<file path="src/rtl/uart_arb_pkg.sv">
// uart_arb_pkg: shared FSM encoding and width helpers for the UART TX arbiter
package uart_arb_pkg;
    localparam logic [0:0] IDLE = 1'b0;
    localparam logic [0:0] XFER = 1'b1;
    localparam int REQ_IDX_W_DEFAULT = $clog2(4);
    function automatic int req_idx_w(input int num_req);
        return $clog2(num_req);
    endfunction
    function automatic int cnt_w(input int timeout);
        return $clog2(timeout);
    endfunction
endpackage

</file>
<file path="src/rtl/uart_rr_picker.sv">
// uart_rr_picker: round-robin pick of the first set request above last_winner, with wrap
module uart_rr_picker #(
    parameter int NUM_REQ = 4,
    parameter int IDX_W   = 2
) (
    input  logic [NUM_REQ-1:0] req,
    input  logic [IDX_W-1:0]   last_winner,
    output logic [NUM_REQ-1:0] pick,
    output logic [IDX_W-1:0]   idx
);
    logic [IDX_W-1:0] j;
    // scan from farthest to nearest so the nearest requester above last_winner wins
    always_comb begin
        pick = '0;
        idx  = '0;
        j    = '0;
        for (int k = NUM_REQ; k >= 1; k--) begin
            j = IDX_W'((int'(last_winner) + k) % NUM_REQ);
            if (req[j]) begin
                pick    = '0;
                pick[j] = 1'b1;
                idx     = j;
            end
        end
    end
endmodule

</file>
<file path="src/rtl/uart_tx_arbiter.sv">
// uart_tx_arbiter: packet-granular round-robin sharing of the UART TX write port
module uart_tx_arbiter
    import uart_arb_pkg::*;
#(
    parameter int NUM_REQ   = 4,
    parameter int DATA_BITS = 8,
    parameter int TIMEOUT   = 1024
) (
    input  logic                         clk,
    input  logic                         rst,
    input  logic [NUM_REQ-1:0]           req_valid,
    input  logic [NUM_REQ*DATA_BITS-1:0] req_data,
    input  logic [NUM_REQ-1:0]           req_last,
    output logic [NUM_REQ-1:0]           req_ready,
    input  logic                         tx_full,
    output logic                         wr_uart,
    output logic [DATA_BITS-1:0]         w_data,
    output logic [NUM_REQ-1:0]           grant,
    output logic                         busy,
    output logic                         abort
);
    localparam int REQ_IDX_W = req_idx_w(NUM_REQ);
    localparam int CNT_W     = cnt_w(TIMEOUT);

    logic [0:0]           state;
    logic [REQ_IDX_W-1:0] g_idx, last_winner, pick_idx;
    logic [NUM_REQ-1:0]   pick;
    logic [CNT_W-1:0]     cnt;
    logic                 xfer, g_valid, g_last, done;

    uart_rr_picker #(.NUM_REQ(NUM_REQ), .IDX_W(REQ_IDX_W)) u_picker (
        .req         (req_valid),
        .last_winner (last_winner),
        .pick        (pick),
        .idx         (pick_idx)
    );

    assign xfer      = state == XFER;
    assign g_valid   = req_valid[g_idx];
    assign g_last    = req_last[g_idx];
    assign req_ready = tx_full ? '0 : grant;
    assign wr_uart   = xfer & g_valid & ~tx_full;
    assign w_data    = xfer ? req_data[g_idx*DATA_BITS +: DATA_BITS] : '0;
    assign done      = wr_uart & g_last;
    assign abort     = xfer & ~g_valid & (cnt == CNT_W'(TIMEOUT - 1));
    assign busy      = xfer;

    // FSM, grant ownership and idle-timeout counter
    always_ff @(posedge clk) begin
        if (rst) begin
            state       <= IDLE;
            grant       <= '0;
            g_idx       <= '0;
            last_winner <= REQ_IDX_W'(NUM_REQ - 1);
            cnt         <= '0;
        end else if (!xfer) begin
            cnt <= '0;
            if (|req_valid) begin
                state <= XFER;
                grant <= pick;
                g_idx <= pick_idx;
            end
        end else if (done || abort) begin
            state       <= IDLE;
            grant       <= '0;
            last_winner <= g_idx;
            cnt         <= '0;
        end else begin
            cnt <= wr_uart ? '0 : (!g_valid ? cnt + CNT_W'(1) : cnt);
        end
    end
endmodule

</file>
<file path="config.mk">
export PLATFORM = sky130hd
export DESIGN_NAME = uart_tx_arbiter
export DESIGN_NICKNAME = d
export VERILOG_FILES = /design/src/rtl/uart_arb_pkg.sv /design/src/rtl/uart_rr_picker.sv /design/src/rtl/uart_tx_arbiter.sv
export SDC_FILE = /design/constraint.sdc
export NUM_CORES = 1
export LEC_CHECK = 0
export CORE_ASPECT_RATIO = 1.4
export CORE_MARGIN = 2
export CORE_UTILIZATION = 44
export DETAILED_ROUTE_END_ITERATION = 10
export PLACE_DENSITY = 0.79
export SLEW_MARGIN = 20
export SYNTH_ARGS = -nofsm -noshare
export SYNTH_HDL_FRONTEND = slang
export SYNTH_SLANG_ARGS = --single-unit
export TNS_END_PERCENT = 10
</file>
<file path="constraint.sdc">
create_clock -name clk -period 2.92 [get_ports clk]
set_input_delay 0.292 -clock clk [delete_from_list [all_inputs] [get_ports clk]]
set_output_delay 0.292 -clock clk [all_outputs]
set_load 0.005 [all_outputs]
</file>
Word-level counts from Yosys, hierarchy flattened
Cells that the tools add are included.

word-level totals
  bits of input ports = 43
  output and inout port bits = 19
  register bits after elaboration = 19

cells by class
  shift operators = 1
  magnitude comparators = 9
  bitwise gates (word level) = 8
  multiplexer cells = 36
  add/subtract/negate cells = 5
  reductions and logical operators = 11
  equal/unequal tests = 2

operators with widths
  kind                                                        count
  2-to-1 mux 4 bit                                            8
  variable part select 32 x 6 -> 8 bit                        1
  less-than comparator 2 x 3 -> 1 bit, second input constant  5
  2-to-1 mux 1 bit                                            13
  binary-select mux 1 bit (select 2 bit)                      6
  adder 10 x 1 -> 10 bit, second input constant               1
  == test 10 bit, second input constant                       1
  demux 1 bit (select 2 bit)                                  4
  >= comparator 2 x 1 -> 1 bit, second input constant         4
  2-to-1 mux 2 bit                                            4
  2-to-1 mux 8 bit                                            1
  OR reduction 4 bit                                          2
  AND reduction 2 bit                                         3
  bitwise AND 1 bit                                           5
  adder 2 x 1 -> 2 bit, second input constant                 2
  adder 2 bit, second input constant                          2
  logical AND 1 bit                                           4
  NOT 1 bit                                                   3
  != test 2 x 1 -> 1 bit, second input constant               1
  nonzero test 2 bit                                          1
  logical OR 1 bit                                            1

Logic depth before layout (Yosys ltp)
Gate-level depths: netlist (run 1).

  depth after elaboration = 11
  mapped depth = 8

Modules after synthesis
Synthesis (run 1) repeated with hierarchy kept, for this count alone.

unflattened totals
  cells, all modules = 186
  area total of the unflattened synthesis = 1,650.3 µm²

modules (own cells, without submodules)
  module           sequential area each (µm²)  instances  cells an instance  area each (µm²)
  uart_tx_arbiter  380.4                       1          124                1,133.6
  uart_rr_picker   0.0                         1          62                 516.7

Worst setup path before layout (run 1)
No wires, ideal clock.

  path type = flip-flop to flip-flop
  from = register last_winner[0]
  to = register grant[1]
  library setup time = 0.060 ns
  stages on the path, launching flop included = 8
  arrival = 2.225 ns
  path slack = 0.635 ns
  data required time = 2.860 ns
  cells stage by stage = dfxtp_1 > buf_6 > inv_1 > ha_1 > mux4_2 > or3_4 > a221oi_2 > a221o_1

between the ends
  cells in the longest elaborated chain, start to end = 11

RTL lines
  what                                                                                                       line                   RTL
  from (decl)                                                                                                uart_tx_arbiter.sv:26  logic [REQ_IDX_W-1:0] g_idx, last_winner, pick_idx;
  from (signal assigned)                                                                                     uart_tx_arbiter.sv:54  last_winner <= REQ_IDX_W'(NUM_REQ - 1);
  from (signal assigned)                                                                                     uart_tx_arbiter.sv:66  last_winner <= g_idx;
  adder 2 x 1 -> 2 bit                                                                                       uart_rr_picker.sv:18   j = IDX_W'((int'(last_winner) + k) % NUM_REQ);
  less-than comparator 2 x 3 -> 1 bit (not written as such) or >= comparator 2 x 1 -> 1 bit (tied branches)  uart_rr_picker.sv:21   pick[j] = 1'b1;
  logical AND 1 bit (not written as such)                                                                    uart_rr_picker.sv:21
  2-to-1 mux 1 bit (not written as such)                                                                     uart_rr_picker.sv:21
  demux 1 bit (select 2 bit)                                                                                 -
  2-to-1 mux 4 bit (3 in a row)                                                                              uart_rr_picker.sv:19   if (req[j]) begin
  2-to-1 mux 4 bit *                                                                                         uart_rr_picker.sv:19
  2-to-1 mux 4 bit *                                                                                         uart_tx_arbiter.sv:58  if (|req_valid) begin
  2-to-1 mux 4 bit *                                                                                         uart_tx_arbiter.sv:56  end else if (!xfer) begin
  to (signal assigned)                                                                                       uart_tx_arbiter.sv:60  grant <= pick;
  to (decl)                                                                                                  uart_tx_arbiter.sv:18  output logic [NUM_REQ-1:0] grant,

Every way passes the cells marked *; elsewhere a longest branch is shown, timed or not. The select of a mux whose other input is x is not followed.
A chain may end at the register's enable or synchronous reset.

Worst setup path in the final report (run 1)
  from = input port req_valid[0]
  to = output port wr_uart

between the ends
  cells in the longest elaborated chain, start to end = 4

RTL lines
  what                                    line                   RTL
  from (decl)                             uart_tx_arbiter.sv:11  input logic [NUM_REQ-1:0] req_valid,
  binary-select mux 1 bit (select 2 bit)  uart_tx_arbiter.sv:39  assign g_valid = req_valid[g_idx];
  2-to-1 mux 1 bit (not written as such)  uart_tx_arbiter.sv:39
  bitwise AND 1 bit (2 in a row)          uart_tx_arbiter.sv:42  assign wr_uart = xfer & g_valid & ~tx_full;
  to (decl)                               uart_tx_arbiter.sv:16  output logic wr_uart,

Every way passes these cells. The select of a mux whose other input is x is not followed.

==> results of run 1 <==
[flip-flops by register name (all words and copies together), names as in the netlist]
register / cells
cnt: 10
grant: 4
g_idx: 2
last_winner: 2
busy: 1
[metal layers]
metal  up-vias  routed length [µm]  share of wire [%]  global-route usage [%]
met4         0                  59                1.5                   6.585
met2        69                2161                 55                   38.81
met1       708                1435                 37                   19.91
li1        740                   -                  -                       -
met3         5                 271                6.9                   3.735
met5         -                   0                  0                       0
[per-stage QoR]
stage	util, %	setup slack [ps]	cells	total power, mW	hold slack (ps)
after detailed placement	62.34	468.8	266	0.5534	493.0
after global placement	62.34	492.8	266	0.5460	485.0
after global routing	63.58	348.0	270	0.7686	540.2
final	63.58	496.2	270	0.7283	504.8
after CTS	63.58	462.0	270	0.7368	509.6
after floorplan	-	635.3	169	0.4337	479.2
[power by group]
group / internal, mW / switching, mW
clock: 0.0971 / 0.0859
combinational: 0.162 / 0.0984
sequential: 0.270 / 0.0151
[logic make-up after synthesis]
family	count (synthesis)	share of synthesized area (%)
adder cells (fa/ha/maj)	7	5.360
buffers and inverters	19	6.508
flip-flops	19	23.28
multiplexers	17	20.98
AND/OR/NAND/NOR	63	22.05
XOR/XNOR	9	4.824
AO/OA/AOI/OAI	35	17.00
[path summary, 6_finish.rpt]
kind / endpoint / start / slack, ps / cells after the start
worst min-delay path: grant[0] / grant[0] / 500 / 1
worst max register to register: grant[0] / last_winner[1] / 520 / 6
worst min register to register: grant[0] / grant[0] / 500 / 1
worst max-delay path: wr_uart / req_valid[0] / 500 / 6
[synthesized netlist by cell type, types with 2 or more instances]
master     n  share of area [%]
nor3_2     2                1.2
a21oi_1   12                3.7
buf_6      4                2.8
nand4_1    2               0.77
ha_1       7                5.4
a221o_1    4                2.5
mux4_2    12                 17
nor2_1    17                3.9
xnor2_1    3                1.6
o21ai_0    5                1.5
nand2_1   11                2.5
nor2b_1    6                2.3
a221oi_2   4                3.7
mux2i_1    2                1.2
and2_1    10                3.8
inv_1     10                2.3
buf_2      3               0.92
nor3_1     3               0.92
nor4_1     2               0.77
o211ai_1   4                1.8
xor2_1     6                3.2
dfxtp_1   19                 23
[critical path, delay by kind of cell]
family,cells,cell delay (ps)
buf+inv,2,990
mux,2,620
simple gates,2,240
[final cells by class]
type,count,area (µm²),area share (%)
Inverter,10,37.54,1.635
Tap cell,42,52.55,2.289
Sequential cell,19,380.4,16.57
Clock buffer,4,45.04,1.962
Multi-Input combinational cell,131,1147,49.97
Timing Repair Buffer,64,633.1,27.57
==> flow_metrics.py, run 1 <==
metrics = {
    "clocking": {
        "htreeDepth": 1,
        "post_cts_buffers": 0,
        "cts_buffer_depth": 2,
        "cts_buffers": 3,
        "path_clk_slew_ps": 70,
        "cts_tree": "yes",
        "clkLatencyLatePin_ps": 260,
        "ctsHoldBuffers": 0,
        "root_buffer": "clkbuf_8",
        "cts.repair.resized": 0,
        "cts.sinks": 19,
    },
    "sta": {
        "setup_viol": 0,
        "fmax_ghz": 0.4126,
        "relSlewSlack_pct": 61.54,
        "slew_violations": 0,
        "hold_viol_final": 0,
        "rsz0062_at_grt": "no",
        "skew_ps": 3.159,
        "fin_crit_ps": 2424,
        "setup-tns-final_ps": 0,
        "fin_crit_sh_pct": 83.01,
        "tightestPinTransition_ps": 576.2,
    },
    "setup_path": {
        "crit_required_ps": 2630,
        "worstSetupStartpointType": "input pin",
        "crit_top_cell": "clkdlybuf4s50_1",
        "slowest_stage": "clkdlybuf4s50_1",
        "cp_cell_sequence": "clkdlybuf4s50_1 > mux2_2 > mux2i_1 > nor2_1 > and2_1 > clkdlybuf4s50_1",
        "end_kind": "primary output",
        "critPathKind": "input pin to primary output",
        "critical-path-max-stage-delay_ps": 550,
        "cp_max_fo": 10,
        "cp.arrival_ps": 2130,
    },
    "route": {
        "detail-route-antenna-nets": 0,
        "avgRoutedWirePerCell_um": 14.55,
        "drtPass1Iterations": 4,
        "wl_um": 3928,
        "drtIter0Drc": 13,
        "drc_errors": 0,
        "vias_per_cell": 5.637,
        "num_vias": 1522,
    },
    "synth": {
        "yosys_warnings": 0,
        "synth_area_per_cell_um2": 9.669,
        "syn_inst": 169,
        "synth.net_count": 219,
        "synth_flop_cell": "dfxtp_1",
        "ys_seq_area_share_pct": 23.28,
        "synth_cell_types": 43,
        "syn_area_mm2": 0.001634,
        "synth-edff-count": 0,
        "synth-seq-cells": 19,
        "async_flop_share_pct": 0,
    },
    "global_route": {
        "grt_overflow_total": 0,
        "grt_max_degree": 17,
        "grt_pass1_vias": 1552,
        "antenna_found_initial": 0,
        "grt_pass1_wl_um": 6741,
        "grt_usage_pct": 19.68,
    },
    "floorplan": {
        "dieArea_mm2": 0.004224,
        "die_x_um": 55.51,
        "die_y_um": 76.11,
        "coreArea_mm2": 0.003611,
        "std_cell_rows": 26,
        "ios": 62,
        "start_util_pct": 45.25,
    },
    "outcome": {
        "status": "complete, no violations",
    },
    "placement": {
        "gp_congestion": 0.7791,
        "dp_hpwl_um": 3183,
        "post_dp_cell_area_mm2": 0.002251,
        "port_buffers": 61,
    },
    "cells_and_area": {
        "nNetsFinal": 279,
        "area_growth_pct": 40.51,
        "stdcell_area_mm2": 0.002296,
        "nFillCells": 289,
        "diodes": 0,
        "layout-drive-gt1-share_pct": 14.04,
        "final_cell_mix": "61 x clkdlybuf4s50_1, 19 x dfxtp_1, 17 x nor2_1, 12 x mux4_2, 12 x a21oi_1",
        "final_common_cell": "clkdlybuf4s50_1",
    },
    "run": {
        "max-cap-violations": 0,
    },
    "min_path": {
        "min_path_type": "flip-flop to flip-flop",
    },
    "power": {
        "leakage_nw": 0.8445,
        "ir_worst_vdd_mv": 0.3015,
        "power.density_mw_per_mm2": 317.2,
    },
}
Note: power is estimated with default switching activity, not from simulation.
==> run 2, diff against run 1 <==
--- a/config.mk
+++ b/config.mk
@@ -7,9 +7,9 @@
 export LEC_CHECK = 0
 export CORE_ASPECT_RATIO = 1.4
 export CORE_MARGIN = 2
-export CORE_UTILIZATION = 44
+export CORE_UTILIZATION = 40
 export DETAILED_ROUTE_END_ITERATION = 10
-export PLACE_DENSITY = 0.79
+export PLACE_DENSITY = 0.76
 export SLEW_MARGIN = 20
 export SYNTH_ARGS = -nofsm -noshare
 export SYNTH_HDL_FRONTEND = slang
==> constraint.sdc (replaced) <==
create_clock -name clk -period 2.13 [get_ports clk]
set_input_delay 0.213 -clock clk [delete_from_list [all_inputs] [get_ports clk]]
set_output_delay 0.213 -clock clk [all_outputs]
set_load 0.005 [all_outputs]
==> run 2 against run 1 <==
Compared with the run above:
- utilization about the same
- power increased by 44%
- design area grew 8.5%
- critical endpoint is now abort
- largest power group is now combinational cells
==> flow_metrics.py, run 2 (synthesized netlist as in run 1, its figures left out) <==
metrics = {
    "cells_and_area": {
        "largestRegisters": "cnt x10, grant x4",
        "final_common_cell": "clkdlybuf4s50_1",
        "layout-drive-gt1-share_pct": 22.36,
        "diodes": 0,
        "regMostFlops": "cnt",
        "nNetsFinal": 297,
        "final_cell_mix": "52 x clkdlybuf4s50_1, 20 x buf_4, 17 x nor2_1, 17 x dfxtp_1",
        "largest_reg_flops": 10,
        "stdcell_area_mm2": 0.002491,
        "area_growth_pct": 52.45,
    },
    "power": {
        "leakage_nw": 1.074,
        "power.total_mw": 1.052,
        "power.density_mw_per_mm2": 422.4,
        "ir_worst_vdd_mv": 0.3706,
    },
    "global_route": {
        "grt_usage_pct": 19.53,
        "grt_max_degree": 16,
        "grt_pass1_vias": 1654,
        "grt_overflow_total": 0,
        "antenna_found_initial": 0,
        "grt_pass1_wl_um": 7044,
    },
    "min_path": {
        "whs_path_depth": 2,
        "hold_end": "cnt[1]",
        "min_path_type": "flip-flop to flip-flop",
        "min_from": "cnt[1]",
    },
    "sta": {
        "skew_ps": 4.532,
        "hold_viol_final": 0,
        "rsz0062_at_grt": "yes",
        "fin_crit_sh_pct": 98.99,
        "fmax_ghz": 0.4743,
        "relSlewSlack_pct": 60.73,
        "slew_violations": 0,
        "fin_crit_ps": 2108,
        "tightestPinTransition_ps": 587.8,
        "setup_viol": 0,
    },
    "setup_path": {
        "end_kind": "primary output",
        "cp.arrival_ps": 1900,
        "cp_max_fo": 3,
        "critical-path-max-stage-delay_ps": 480,
        "r2r-end": "grant[0]",
        "cp_cell_sequence": "mux2_4 > buf_4 > o22ai_4 > and2_4 > clkdlybuf4s50_1",
        "worstReg2RegStart": "last_winner[1]",
        "crit_required_ps": 1920,
        "critPathKind": "flip-flop to primary output",
        "worstSetupStartpointType": "flip-flop",
        "reg2regPathDepth": 6,
        "ff2ff_setup_slack_ps": 80,
        "slowest_stage": "clkdlybuf4s50_1",
    },
    "route": {
        "drtIter0Drc": 23,
        "num_vias": 1573,
        "avgRoutedWirePerCell_um": 14.22,
        "detail-route-antenna-nets": 0,
        "wl_um": 4110,
        "drc_errors": 0,
        "vias_per_cell": 5.443,
        "drtPass1Iterations": 4,
    },
    "floorplan": {
        "die_y_um": 79.63,
        "coreArea_mm2": 0.003919,
        "ios": 62,
        "start_util_pct": 41.70,
        "dieArea_mm2": 0.004620,
        "std_cell_rows": 27,
        "die_x_um": 58.02,
    },
    "clocking": {
        "clkLatencyLatePin_ps": 270,
        "path_clk_slew_ps": 70,
        "cts_buffer_depth": 2,
        "cts_tree": "yes",
        "root_buffer": "clkbuf_8",
        "ctsHoldBuffers": 0,
        "htreeDepth": 1,
        "cts.sinks": 19,
        "cts_buffers": 3,
    },
    "placement": {
        "dp_hpwl_um": 3369,
        "post_dp_cell_area_mm2": 0.002390,
        "gp_congestion": 0.8105,
        "port_buffers": 61,
    },
    "run": {
        "max-cap-violations": 0,
    },
    "outcome": {
        "status": "complete, no violations",
    },
}
[run 2: worst max-delay path by stage]
stage | start | endpoint | cells after the start | slack [ps]
final | g_idx[0] | abort | 5 | 20
after global routing | g_idx[0] | abort | 5 | -30
after CTS | g_idx[0] | w_data[1] | 4 | 5
after detailed placement | req_valid[2] | wr_uart | 7 | 30
after global placement | req_valid[2] | wr_uart | 7 | 40
after floorplan | last_winner[0] | grant[1] | 7 | -70
[run 2: critical path, delay by kind of cell, from the launching register on]
| family | cells | cell delay [ps] |
|---|---|---|
| flops | 1 | 380 |
| compound gates | 1 | 130 |
| simple gates | 1 | 170 |
| buf+inv | 2 | 620 |
| mux | 1 | 320 |
[run 2: cell type report]
class,instances,area [µm²]
inverter,10,37.54
sequential,19,385.4
clock inverter,1,5.005
fill,326,1428
clock buffer,3,41.29
timing repair buffer,82,795.8
multi-input combinational,131,1172
tap,43,53.80
[run 2: routing by layer]
layer / up-vias / track usage, % / routed length (µm) / share of wire [%]
li1: 774 / - / - / -
met1: 735 / 20.29 / 1583 / 39
met5: - / 0 / 0 / 0
met3: 7 / 2.755 / 204 / 5.0
met2: 57 / 37.61 / 2228 / 54
met4: 0 / 8.372 / 94 / 2.3
[run 2: through the flow]
step           TNS [ps]  setup slack [ps]  hold slack (ps)  utilization [%]  cells
2_1_floorplan    -289.3            -72.33            428.8                -    169
3_3_place_gp          0             35.07            483.3            60.98    282
3_5_place_dp          0             33.38            490.8            60.98    282
4_1_cts               0             5.500            508.6            62.87    289
5_1_grt          -32.23            -32.23            523.1            63.57    289
6_report              0             21.57            496.8            63.57    289
[run 2: power by group]
group | switching (mW) | leakage, nW | internal, mW
registers | 0.0120 | 0.156 | 0.370
clock network | 0.136 | 0.0255 | 0.131
logic | 0.152 | 0.893 | 0.251
total | 0.300 | 1.07 | 0.752
[run 2: what timing repair did]
action                                  4_1_cts  5_1_grt
pin swaps                                     0        1
gates resized for setup                       5       10
setup buffers                                 3        0
endpoints found under the setup margin       10        9
